<file path="config.mk">
export PLATFORM = sky130hd
export DESIGN_NAME = fetch_ctrl_flat
export DESIGN_NICKNAME = d
export VERILOG_FILES = /design/src/rtl/fetch_ctrl_if.sv /design/src/rtl/fetch_ctrl.sv /design/src/flat_wrapper.sv
export SDC_FILE = /design/constraint.sdc
export NUM_CORES = 1
export LEC_CHECK = 0
export ABC_AREA = 0
export ABC_CLOCK_PERIOD_IN_PS = 3400
export CAP_MARGIN = 5
export CORE_MARGIN = 2
export CORE_UTILIZATION = 45
export CTS_CLUSTER_SIZE = 20
export DETAILED_ROUTE_END_ITERATION = 7
export PLACE_DENSITY = 0.82
export SYNTH_ARGS = -nofsm -noshare
export SYNTH_HDL_FRONTEND = slang
export SYNTH_SLANG_ARGS = --single-unit
</file>
<file path="constraint.sdc">
create_clock -name clk -period 3.4 [get_ports clk]
set_input_delay 0.68 -clock clk [delete_from_list [all_inputs] [get_ports clk]]
set_output_delay 0.68 -clock clk [all_outputs]
set_load 0.03 [all_outputs]
</file>
<file path="src/rtl/fetch_ctrl_if.sv">
// ============================================================================
// Module : fetch_ctrl_if
// Brief  : Signal bundle between the fetch sequencer, the core handshake
//          (launch, stall, branch, halt) and the prog_counter datapath.
// Rev    : 1.0  initial release
// ============================================================================
`default_nettype none

interface fetch_ctrl_if #(
  parameter int WIDTH = 9,
  parameter int CNT_W = 16
);

  // Core side requests and PC feedback
  logic             go;
  logic [WIDTH-1:0] go_addr;
  logic             stall;
  logic             br_req;
  logic             br_taken;
  logic [WIDTH-1:0] br_target;
  logic             halt_req;
  logic [WIDTH-1:0] pc_in;

  // prog_counter controls
  logic             pc_start;
  logic [WIDTH-1:0] pc_start_addr;
  logic             pc_branch;
  logic             pc_taken;
  logic [WIDTH-1:0] pc_target;

  // Run status
  logic             fetch_valid;
  logic             busy;
  logic             done;
  logic             timeout;
  logic [CNT_W-1:0] cycle_count;

  // Sequencer view
  modport master (
    input  go, go_addr, stall, br_req, br_taken, br_target, halt_req, pc_in,
    output pc_start, pc_start_addr, pc_branch, pc_taken, pc_target,
    output fetch_valid, busy, done, timeout, cycle_count
  );

  // Core / datapath view
  modport slave (
    output go, go_addr, stall, br_req, br_taken, br_target, halt_req, pc_in,
    input  pc_start, pc_start_addr, pc_branch, pc_taken, pc_target,
    input  fetch_valid, busy, done, timeout, cycle_count
  );

endinterface

`default_nettype wire

</file>
<file path="src/rtl/fetch_ctrl.sv">
// ============================================================================
// Module : fetch_ctrl
// Brief  : Sequencer for the prog_counter fetch datapath. Launches a run at a
//          latched entry address, forwards branches, holds the PC during
//          stalls with a taken branch to the current PC, and ends the run on
//          halt or on a cycle budget, reporting the cycle count.
// Rev    : 1.0  initial release
// ============================================================================
`default_nettype none

module fetch_ctrl #(
  parameter int WIDTH      = 9,
  parameter int CNT_W      = 16,
  parameter int MAX_CYCLES = 4000
) (
  input  wire logic     clk,
  input  wire logic     reset,
  fetch_ctrl_if.master  bus
);

  typedef enum logic [2:0] {
    S_IDLE  = 3'd0,
    S_LOAD  = 3'd1,
    S_RUN   = 3'd2,
    S_STALL = 3'd3,
    S_DONE  = 3'd4
  } state_t;

  // Saturation value of the cycle counter
  localparam logic [CNT_W-1:0] CNT_SAT = '1;
  // Counter value seen during the last permitted RUN/STALL cycle
  localparam logic [63:0]      LIMIT   = 64'(MAX_CYCLES) - 64'd1;

  state_t           state;
  state_t           state_nxt;
  logic [WIDTH-1:0] addr_q;
  logic [CNT_W-1:0] cnt_q;
  logic             done_q;
  logic             timeout_q;

  logic             active;      // a RUN or STALL cycle, counted toward the budget
  logic             limit_hit;   // this cycle exhausts the budget
  logic             accept_go;   // launch accepted this cycle
  logic             end_halt;    // run ends by halt this cycle
  logic             end_limit;   // run ends by budget this cycle

  assign active    = (state == S_RUN) || (state == S_STALL);
  // A zero budget disables the timeout altogether
  assign limit_hit = (MAX_CYCLES != 0) && (64'(cnt_q) == LIMIT);

  // Next-state decision; halt outranks the budget, which outranks stall
  always_comb begin
    state_nxt = state;
    accept_go = 1'b0;
    end_halt  = 1'b0;
    end_limit = 1'b0;
    case (state)
      S_IDLE, S_DONE: begin
        if (bus.go) begin
          accept_go = 1'b1;
          state_nxt = S_LOAD;
        end
      end
      S_LOAD: begin
        state_nxt = S_RUN;
      end
      S_RUN, S_STALL: begin
        if (bus.halt_req) begin
          end_halt  = 1'b1;
          state_nxt = S_DONE;
        end else if (limit_hit) begin
          end_limit = 1'b1;
          state_nxt = S_DONE;
        end else if (bus.stall) begin
          state_nxt = S_STALL;
        end else begin
          state_nxt = S_RUN;
        end
      end
      default: begin
        state_nxt = S_IDLE;
      end
    endcase
  end

  // Datapath controls; prog_counter has no enable, so every hold is a taken
  // branch back to the current PC
  always_comb begin
    bus.pc_start      = 1'b0;
    bus.pc_start_addr = '0;
    bus.pc_branch     = 1'b0;
    bus.pc_taken      = 1'b0;
    bus.pc_target     = '0;
    bus.fetch_valid   = 1'b0;
    bus.busy          = 1'b0;
    case (state)
      S_IDLE: begin
        bus.pc_start      = 1'b1;
        bus.pc_start_addr = addr_q;
      end
      S_LOAD: begin
        bus.pc_start      = 1'b1;
        bus.pc_start_addr = addr_q;
        bus.busy          = 1'b1;
      end
      S_RUN: begin
        bus.fetch_valid = 1'b1;
        bus.busy        = 1'b1;
        if (bus.halt_req) begin
          // Branch in the halting cycle is dropped; the PC simply advances
          bus.pc_branch = 1'b0;
        end else if (bus.stall) begin
          // Entering STALL: hold already starts on this cycle
          bus.pc_branch = 1'b1;
          bus.pc_taken  = 1'b1;
          bus.pc_target = bus.pc_in;
        end else begin
          bus.pc_branch = bus.br_req;
          bus.pc_taken  = bus.br_req & bus.br_taken;
          bus.pc_target = bus.br_target;
        end
      end
      S_STALL: begin
        // br_req ignored here; the core re-presents it after the stall
        bus.busy      = 1'b1;
        bus.pc_branch = 1'b1;
        bus.pc_taken  = 1'b1;
        bus.pc_target = bus.pc_in;
      end
      S_DONE: begin
        bus.pc_branch = 1'b1;
        bus.pc_taken  = 1'b1;
        bus.pc_target = bus.pc_in;
      end
      default: begin
        bus.pc_branch = 1'b0;
      end
    endcase
  end

  // State register
  always_ff @(posedge clk) begin
    if (reset) begin
      state <= S_IDLE;
    end else begin
      state <= state_nxt;
    end
  end

  // Entry address, saturating cycle counter and end-of-run status
  always_ff @(posedge clk) begin
    if (reset) begin
      addr_q    <= '0;
      cnt_q     <= '0;
      done_q    <= 1'b0;
      timeout_q <= 1'b0;
    end else begin
      if (accept_go) begin
        addr_q    <= bus.go_addr;
        cnt_q     <= '0;
        done_q    <= 1'b0;
        timeout_q <= 1'b0;
      end
      if (active && (cnt_q != CNT_SAT)) begin
        cnt_q <= cnt_q + CNT_W'(1);
      end
      if (end_halt) begin
        done_q    <= 1'b1;
        timeout_q <= 1'b0;
      end
      if (end_limit) begin
        done_q    <= 1'b1;
        timeout_q <= 1'b1;
      end
    end
  end

  assign bus.done        = done_q;
  assign bus.timeout     = timeout_q;
  assign bus.cycle_count = cnt_q;

endmodule

`default_nettype wire

</file>
<file path="src/flat_wrapper.sv">
// flat-port wrapper written by rule: the top's interface ports become plain ports
module fetch_ctrl_flat 
#(
  parameter int WIDTH      = 9,
  parameter int CNT_W      = 16,
  parameter int MAX_CYCLES = 4000
)
  (clk, reset, bus_go, bus_go_addr, bus_stall, bus_br_req, bus_br_taken, bus_br_target, bus_halt_req, bus_pc_in, bus_pc_start, bus_pc_start_addr, bus_pc_branch, bus_pc_taken, bus_pc_target, bus_fetch_valid, bus_busy, bus_done, bus_timeout, bus_cycle_count);
  fetch_ctrl_if #(.WIDTH(WIDTH), .CNT_W(CNT_W)) bus_i ();
  input  wire logic clk;
  input  wire logic reset;
  input wire logic [$bits(bus_i.go)-1:0] bus_go;
  input wire logic [$bits(bus_i.go_addr)-1:0] bus_go_addr;
  input wire logic [$bits(bus_i.stall)-1:0] bus_stall;
  input wire logic [$bits(bus_i.br_req)-1:0] bus_br_req;
  input wire logic [$bits(bus_i.br_taken)-1:0] bus_br_taken;
  input wire logic [$bits(bus_i.br_target)-1:0] bus_br_target;
  input wire logic [$bits(bus_i.halt_req)-1:0] bus_halt_req;
  input wire logic [$bits(bus_i.pc_in)-1:0] bus_pc_in;
  output wire logic [$bits(bus_i.pc_start)-1:0] bus_pc_start;
  output wire logic [$bits(bus_i.pc_start_addr)-1:0] bus_pc_start_addr;
  output wire logic [$bits(bus_i.pc_branch)-1:0] bus_pc_branch;
  output wire logic [$bits(bus_i.pc_taken)-1:0] bus_pc_taken;
  output wire logic [$bits(bus_i.pc_target)-1:0] bus_pc_target;
  output wire logic [$bits(bus_i.fetch_valid)-1:0] bus_fetch_valid;
  output wire logic [$bits(bus_i.busy)-1:0] bus_busy;
  output wire logic [$bits(bus_i.done)-1:0] bus_done;
  output wire logic [$bits(bus_i.timeout)-1:0] bus_timeout;
  output wire logic [$bits(bus_i.cycle_count)-1:0] bus_cycle_count;
  assign bus_i.go = bus_go;
  assign bus_i.go_addr = bus_go_addr;
  assign bus_i.stall = bus_stall;
  assign bus_i.br_req = bus_br_req;
  assign bus_i.br_taken = bus_br_taken;
  assign bus_i.br_target = bus_br_target;
  assign bus_i.halt_req = bus_halt_req;
  assign bus_i.pc_in = bus_pc_in;
  assign bus_pc_start = bus_i.pc_start;
  assign bus_pc_start_addr = bus_i.pc_start_addr;
  assign bus_pc_branch = bus_i.pc_branch;
  assign bus_pc_taken = bus_i.pc_taken;
  assign bus_pc_target = bus_i.pc_target;
  assign bus_fetch_valid = bus_i.fetch_valid;
  assign bus_busy = bus_i.busy;
  assign bus_done = bus_i.done;
  assign bus_timeout = bus_i.timeout;
  assign bus_cycle_count = bus_i.cycle_count;
  fetch_ctrl #(.WIDTH(WIDTH), .CNT_W(CNT_W), .MAX_CYCLES(MAX_CYCLES)) u_core (.clk(clk), .reset(reset), .bus(bus_i));
endmodule
</file>
==> results_dict.tcl, run 1 <==
set metrics [dict create \
    vias 1902 \
    worstHoldStart "u_core.addr_q[4]" \
    ys_ff_latch 30 \
    synth-simple-area-share_pct 31.8 \
    worst_r2r_endpoint "u_core.bus.cycle_count[5]" \
    gp_congestion 0.848 \
    fillCellCount 305 \
    ant_nets 0 \
    ys_warn_count 0 \
    period_share_pct 84.8 \
    ff2ff_path_depth 5 \
    synthFlopType "dfxtp_1" \
    async_reset_ff_share_pct 0 \
    synth_top_family_by_area "simple AND/OR/NAND/NOR gates" \
    cp.required_ps 2720 \
    io_buffers 74 \
    critPathMostFrequentCell "buf_4" \
    routedWlPerCell_um 15.4 \
    synth_common_cells "dfxtp_1 (30), nand2_1 (26), a21oi_1 (14)" \
    finalSetupTns_ps 0 \
    ctsHoldBuffers 0 \
    period_needed_ps 2880 \
    synth_nets 240 \
    drv_cap 0 \
    overflow 0 \
    status "complete, no violations" \
    grt_pass1_vias 1638 \
    instances_no_fill 326 \
    antenna_found_initial 0 \
    clockRootBuffer "clkbuf_8" \
    skew_ps 4.58 \
    rows 22 \
    relSlewSlack_pct 36.1 \
    critPathKind "input port to output port" \
    synth_xor_area_share_pct 0.510 \
    maxSlewViolCount 0 \
    antenna_cells 0 \
    synthAdderAreaFrac_pct 0.729 \
    grt_max_degree 22 \
    synth_most_common_cell "dfxtp_1" \
    synth_top_cell_by_area "dfxtp_1" \
    post-route-drc-count 0 \
    firstDrtPassIters 4 \
    dpl.hpwl_um 3640 \
    avgSynthCellArea_um2 8.37 \
    crit_chain "clkdlybuf4s50_1 -> inv_1 -> a21oi_1 -> o21ai_0 -> buf_4 -> or2_2 -> buf_4" \
    cts_max_path_buffers 2 \
    clkTransAtPathRegs_ps 60 \
    cts_tree "built" \
    fmax_ghz 0.347 \
    syn_inst 205 \
    rsz0062_at_grt "false" \
    synth.area.mux_share_pct 0.583 \
    reg2reg_setup_slack_ps 1070 \
    slowest_stage "clkdlybuf4s50_1" \
    viasPerCell 5.83 \
    grt_pass1_wl_um 7910 \
    cpPeakStageDelay_ps 560 \
    fp.dieW_um 65.8 \
    fp.dieH_um 65.8 \
    synth_area_mm2 0.00172 \
    dp_cells 319 \
    power_leakage_nw 0.925 \
    design.core.area_mm2 0.00366 \
    top_level_ports 75 \
    cts_buffers 5 \
    hold_path_depth 2 \
    cp.arrival_ps 2200 \
    ys_types 52 \
    hold_path.class "flip-flop to flip-flop" \
    setup_violations 0 \
    cts_resized 0 \
    timing.final.hold_violations 0 \
    cts_setup_buffers 0 \
    die_area_mm2 0.00433 \
    crit_path_max_fanout 11 \
    start_kind "input port" \
    clock-sinks 30 \
    initial_core_util_pct 46.9 \
    yosysSeqAreaShare_pct 35.0 \
    tightest_slew_ps 946 \
    synth_compound_area_share_pct 27.7 \
    reg2reg_from "u_core.bus.cycle_count[0]" \
    totalWireLength_um 5030 \
    htree_levels 2 \
    grt_usage_pct 23.9 \
    layout-drive-gt1-share_pct 12.2 \
    syn_to_final_growth_pct 48.5 \
    end_kind "output port" \
    drtIter0Drc 85 \
    synth_top_cell_area_share_pct 35.0 \
    holdPathEnd "u_core.addr_q[4]" \
    synth_edf_count 0 \
    layout.nets 313 \
    synth_area_leaders "dfxtp_1 (35%), nand2_1 (5.7%), a22o_1 (5.1%)" \
    clock_latency_ps 290 \
    power.density_mw_per_mm2 326 \
    ir_worst_vdd_v 0.000224 \
]
[placed cells by master (no fill, tap or decap), types with 4 or more instances in the layout]
cell type and instances:
o21ai_0 10, nor2_1 9, buf_4 15, nand4_1 6
clkdlybuf4s50_1 63, dfxtp_1 30, nand3_1 12, a22o_1 10
a21oi_1 14, clkbuf_8 5, inv_1 4, nor4_1 6
nand2_1 26, and2_1 9
[flip-flops by register name (all words and copies together) (netlist names)]
name / cells
u_core.bus.done: 1
u_core.addr_q: 9
u_core.bus.timeout: 1
u_core.state: 3
u_core.bus.cycle_count: 16
[where the power goes]
part | switching [mW] | internal, mW | total, mW
Sequential | 0.00908 | 0.362 | 0.371
Clock | 0.137 | 0.137 | 0.274
Combinational | 0.0967 | 0.0882 | 0.185
[how the worst max path moves through the flow]
stage,depth (start not counted),slack [ps],startpoint,to
after floorplan,5,870,bus_halt_req,bus_pc_taken
after global placement,7,570,bus_halt_req,bus_pc_branch
after detailed placement,7,530,bus_halt_req,bus_pc_branch
after CTS,7,520,bus_halt_req,bus_pc_branch
after global routing,7,430,bus_halt_req,bus_pc_branch
final,7,520,bus_halt_req,bus_pc_branch
[worst max-delay path, delay by kind of cell]
family / cells / cell delay [ps]
AND/OR/NAND/NOR: 1 / 290
AO/OA/AOI/OAI: 2 / 210
buffers and inverters: 4 / 1000
[kinds of logic after synthesis]
logic type / Yosys count
buffers and inverters: 16
muxes: 1
DFF: 30
and+or+nand+nor: 94
adders and majority gates: 1
xor gates and xnor gates: 1
AOI/OAI and AO/OA: 62
[per-stage QoR]
step | setup WS (ps) | hold slack, ps | util, % | power [mW] | cell area, um^2
2_1_floorplan | 870 | 432 | - | 0.475 | 1720
4_1_cts | 522 | 453 | 69.7 | 0.835 | 2550
6_report | 518 | 450 | 69.7 | 0.830 | 2550
3_3_place_gp | 572 | 437 | 67.5 | 0.561 | 2470
3_5_place_dp | 526 | 444 | 67.5 | 0.564 | 2470
5_1_grt | 434 | 483 | 69.7 | 0.868 | 2550
[metal layers]
metal / share of wire, % / up-vias / global-route usage [%]
met5: 0 / - / 0
met3: 5.0 / 11 / 6.68
met4: 1.9 / 0 / 8.59
li1: - / 931 / -
met1: 45 / 907 / 32.6
met2: 48 / 53 / 35.9
[area by class of cell]
cell class | count | area, um^2 | share of cell area (%)
multi-input cells | 159 | 1050 | 41.3
repair buffers | 78 | 743 | 29.1
flip-flops and latches | 30 | 601 | 23.6
clock buffers | 5 | 68.8 | 2.70
well taps | 48 | 60.1 | 2.36
inverters | 4 | 15.0 | 0.589
clock inverters | 2 | 10.0 | 0.393
No activity file was read; power rests on OpenSTA's default activity.
==> run 2: changes to the inputs <==
--- a/config.mk
+++ b/config.mk
@@ -6,13 +6,13 @@
 export NUM_CORES = 1
 export LEC_CHECK = 0
 export ABC_AREA = 0
-export ABC_CLOCK_PERIOD_IN_PS = 3400
+export ABC_CLOCK_PERIOD_IN_PS = 2300
 export CAP_MARGIN = 5
 export CORE_MARGIN = 2
-export CORE_UTILIZATION = 45
+export CORE_UTILIZATION = 38
 export CTS_CLUSTER_SIZE = 20
 export DETAILED_ROUTE_END_ITERATION = 7
-export PLACE_DENSITY = 0.82
+export PLACE_DENSITY = 0.73
 export SYNTH_ARGS = -nofsm -noshare
 export SYNTH_HDL_FRONTEND = slang
 export SYNTH_SLANG_ARGS = --single-unit
==> constraint.sdc (replaced) <==
create_clock -name clk -period 2.3 [get_ports clk]
set_input_delay 0.46 -clock clk [delete_from_list [all_inputs] [get_ports clk]]
set_output_delay 0.46 -clock clk [all_outputs]
set_load 0.03 [all_outputs]
==> results_dict.tcl, run 2 (synthesis gave the netlist of run 1 again) <==
set metrics [dict create \
    drtIter0Drc 76 \
    clock-sinks 30 \
    top_level_ports 75 \
    maxSlewViolCount 0 \
    initial_core_util_pct 39.4 \
    fp.dieW_um 71.2 \
    layout_commonest_cell "clkdlybuf4s50_1" \
    p_sw_mw 0.357 \
    clock_latency_ps 290 \
    clockRootBuffer "clkbuf_8" \
    worstHoldStart "u_core.addr_q[3]" \
    fmax_ghz 0.453 \
    fillCellCount 389 \
    power.clock.fraction_pct 34.5 \
    firstDrtPassIters 4 \
    netSwitchingFraction_pct 28.0 \
    cpPeakStageDelay_ps 580 \
    slowest_stage "clkdlybuf4s50_1" \
    period_needed_ps 2210 \
    layout_common_cells "clkdlybuf4s50_1 (58), dfxtp_1 (30), buf_4 (29), nand2_1 (26), a21oi_1 (13)" \
    grt_max_degree 22 \
    multi_input_area_mm2 0.00106 \
    clkTransAtPathRegs_ps 70 \
    antenna_found_initial 0 \
    cts_resized 0 \
    hold_path_depth 2 \
    hold_slack_ps 449 \
    reg2reg_setup_slack_ps 270 \
    grt_usage_pct 19.6 \
    cts_max_path_buffers 2 \
    ctsHoldBuffers 0 \
    htree_levels 2 \
    overflow 0 \
    antenna_cells 0 \
    grt_pass1_vias 1683 \
    post-route-drc-count 0 \
    relSlewSlack_pct 56.2 \
    dpl.hpwl_um 3770 \
    p_seq_share_pct 43.0 \
    regArea_um2 601 \
    ff2ff_path_depth 5 \
    cp_top_family "buffers and inverters" \
    p_comb_share_pct 22.5 \
    largest_reg_flops 16 \
    rows 24 \
    hold_path.class "flip-flop to flip-flop" \
    drv_cap 0 \
    critPathKind "flip-flop to output port" \
    path_buf_inv 2 \
    intPower_mw 0.919 \
    viasPerCell 5.51 \
    reg2reg_from "u_core.bus.cycle_count[1]" \
    layout.nets 328 \
    worst_r2r_endpoint "u_core.bus.cycle_count[14]" \
    start_kind "flip-flop" \
    holdPathEnd "u_core.addr_q[3]" \
    rsz0062_at_grt "false" \
    io_buffers 74 \
    grt_pass1_wl_um 7960 \
    instances_no_fill 346 \
    period_share_pct 95.9 \
    skew_ps 9.28 \
    setup_violations 0 \
    tightest_slew_ps 655 \
    end_kind "output port" \
    cp.arrival_ps 1750 \
    cp.required_ps 1840 \
    crit_chain "nor2_1 -> buf_4 -> and2_1 -> clkdlybuf4s50_1" \
    crit_path_max_fanout 10 \
    design.core.area_mm2 0.00435 \
    ir_worst_vdd_v 0.000206 \
    fp.dieH_um 71.2 \
    dp_cells 338 \
    power.total_mw 1.28 \
    gp_congestion 0.858 \
    cts_tree "built" \
    totalWireLength_um 5050 \
    layout-drive-gt1-share_pct 17.0 \
    syn_to_final_growth_pct 57.4 \
    routedWlPerCell_um 14.6 \
    timing.final.hold_violations 0 \
    vias 1908 \
    die_area_mm2 0.00507 \
    status "complete, no violations" \
    power.density_mw_per_mm2 472 \
    cts_setup_buffers 0 \
    ant_nets 0 \
    finalSetupTns_ps 0 \
    cts_buffers 5 \
    power_leakage_nw 1.09 \
]
## run 2: area by class of cell
| type | count | area share, % |
|---|---|---|
| Sequential cell | 30 | 22.2 |
| Tap cell | 52 | 2.41 |
| Timing Repair Buffer | 93 | 32.3 |
| Clock buffer | 7 | 3.19 |
| Clock inverter | 1 | 0.185 |
| Inverter | 4 | 0.556 |
| Multi-Input combinational cell | 159 | 39.2 |
## run 2: worst reg2reg max path, cell delays in order (launching register included)
cell,delay [ps]
dfxtp_1,410
ha_1,250
nand4_1,220
o41ai_4,590
nand2_2,140
a311oi_1,310
## run 2: power groups by stage
stage,sequential (mW),clock [mW],combinational [mW]
after floorplan,0.556,0,0.146
after global placement,0.559,0,0.284
after detailed placement,0.560,0,0.285
after CTS,0.548,0.451,0.286
after global routing,0.550,0.470,0.307
final,0.548,0.440,0.287
## run 2: how the worst max path moves through the flow
stage | slack [ps] | to | from | cells past startpoint
floorplan | 30 | bus_pc_taken | u_core.state[1] | 5
global placement | 20 | bus_pc_branch | bus_halt_req | 7
detailed placement | 10 | bus_pc_branch | bus_halt_req | 7
CTS | 20 | bus_pc_branch | bus_halt_req | 7
global route | 9 | bus_pc_start_addr[2] | u_core.state[1] | 4
finish | 90 | bus_pc_start_addr[2] | u_core.state[1] | 4
## run 2: layer usage
layer	global-route usage, %	routed length [um]
met1	25.7	2300
met2	31.8	2440
met3	4.78	259
met4	6.50	52
met5	0	0
## run 2: through the flow
step                      instance area, um^2  utilization [%]  setup WS [ps]
after floorplan                          1720                -           27.7
after global placement                   2590             59.5           15.4
after detailed placement                 2590             59.5           13.5
after CTS                                2680             61.6           15.2
after global routing                     2700             62.1           8.72
final                                    2700             62.1           93.5
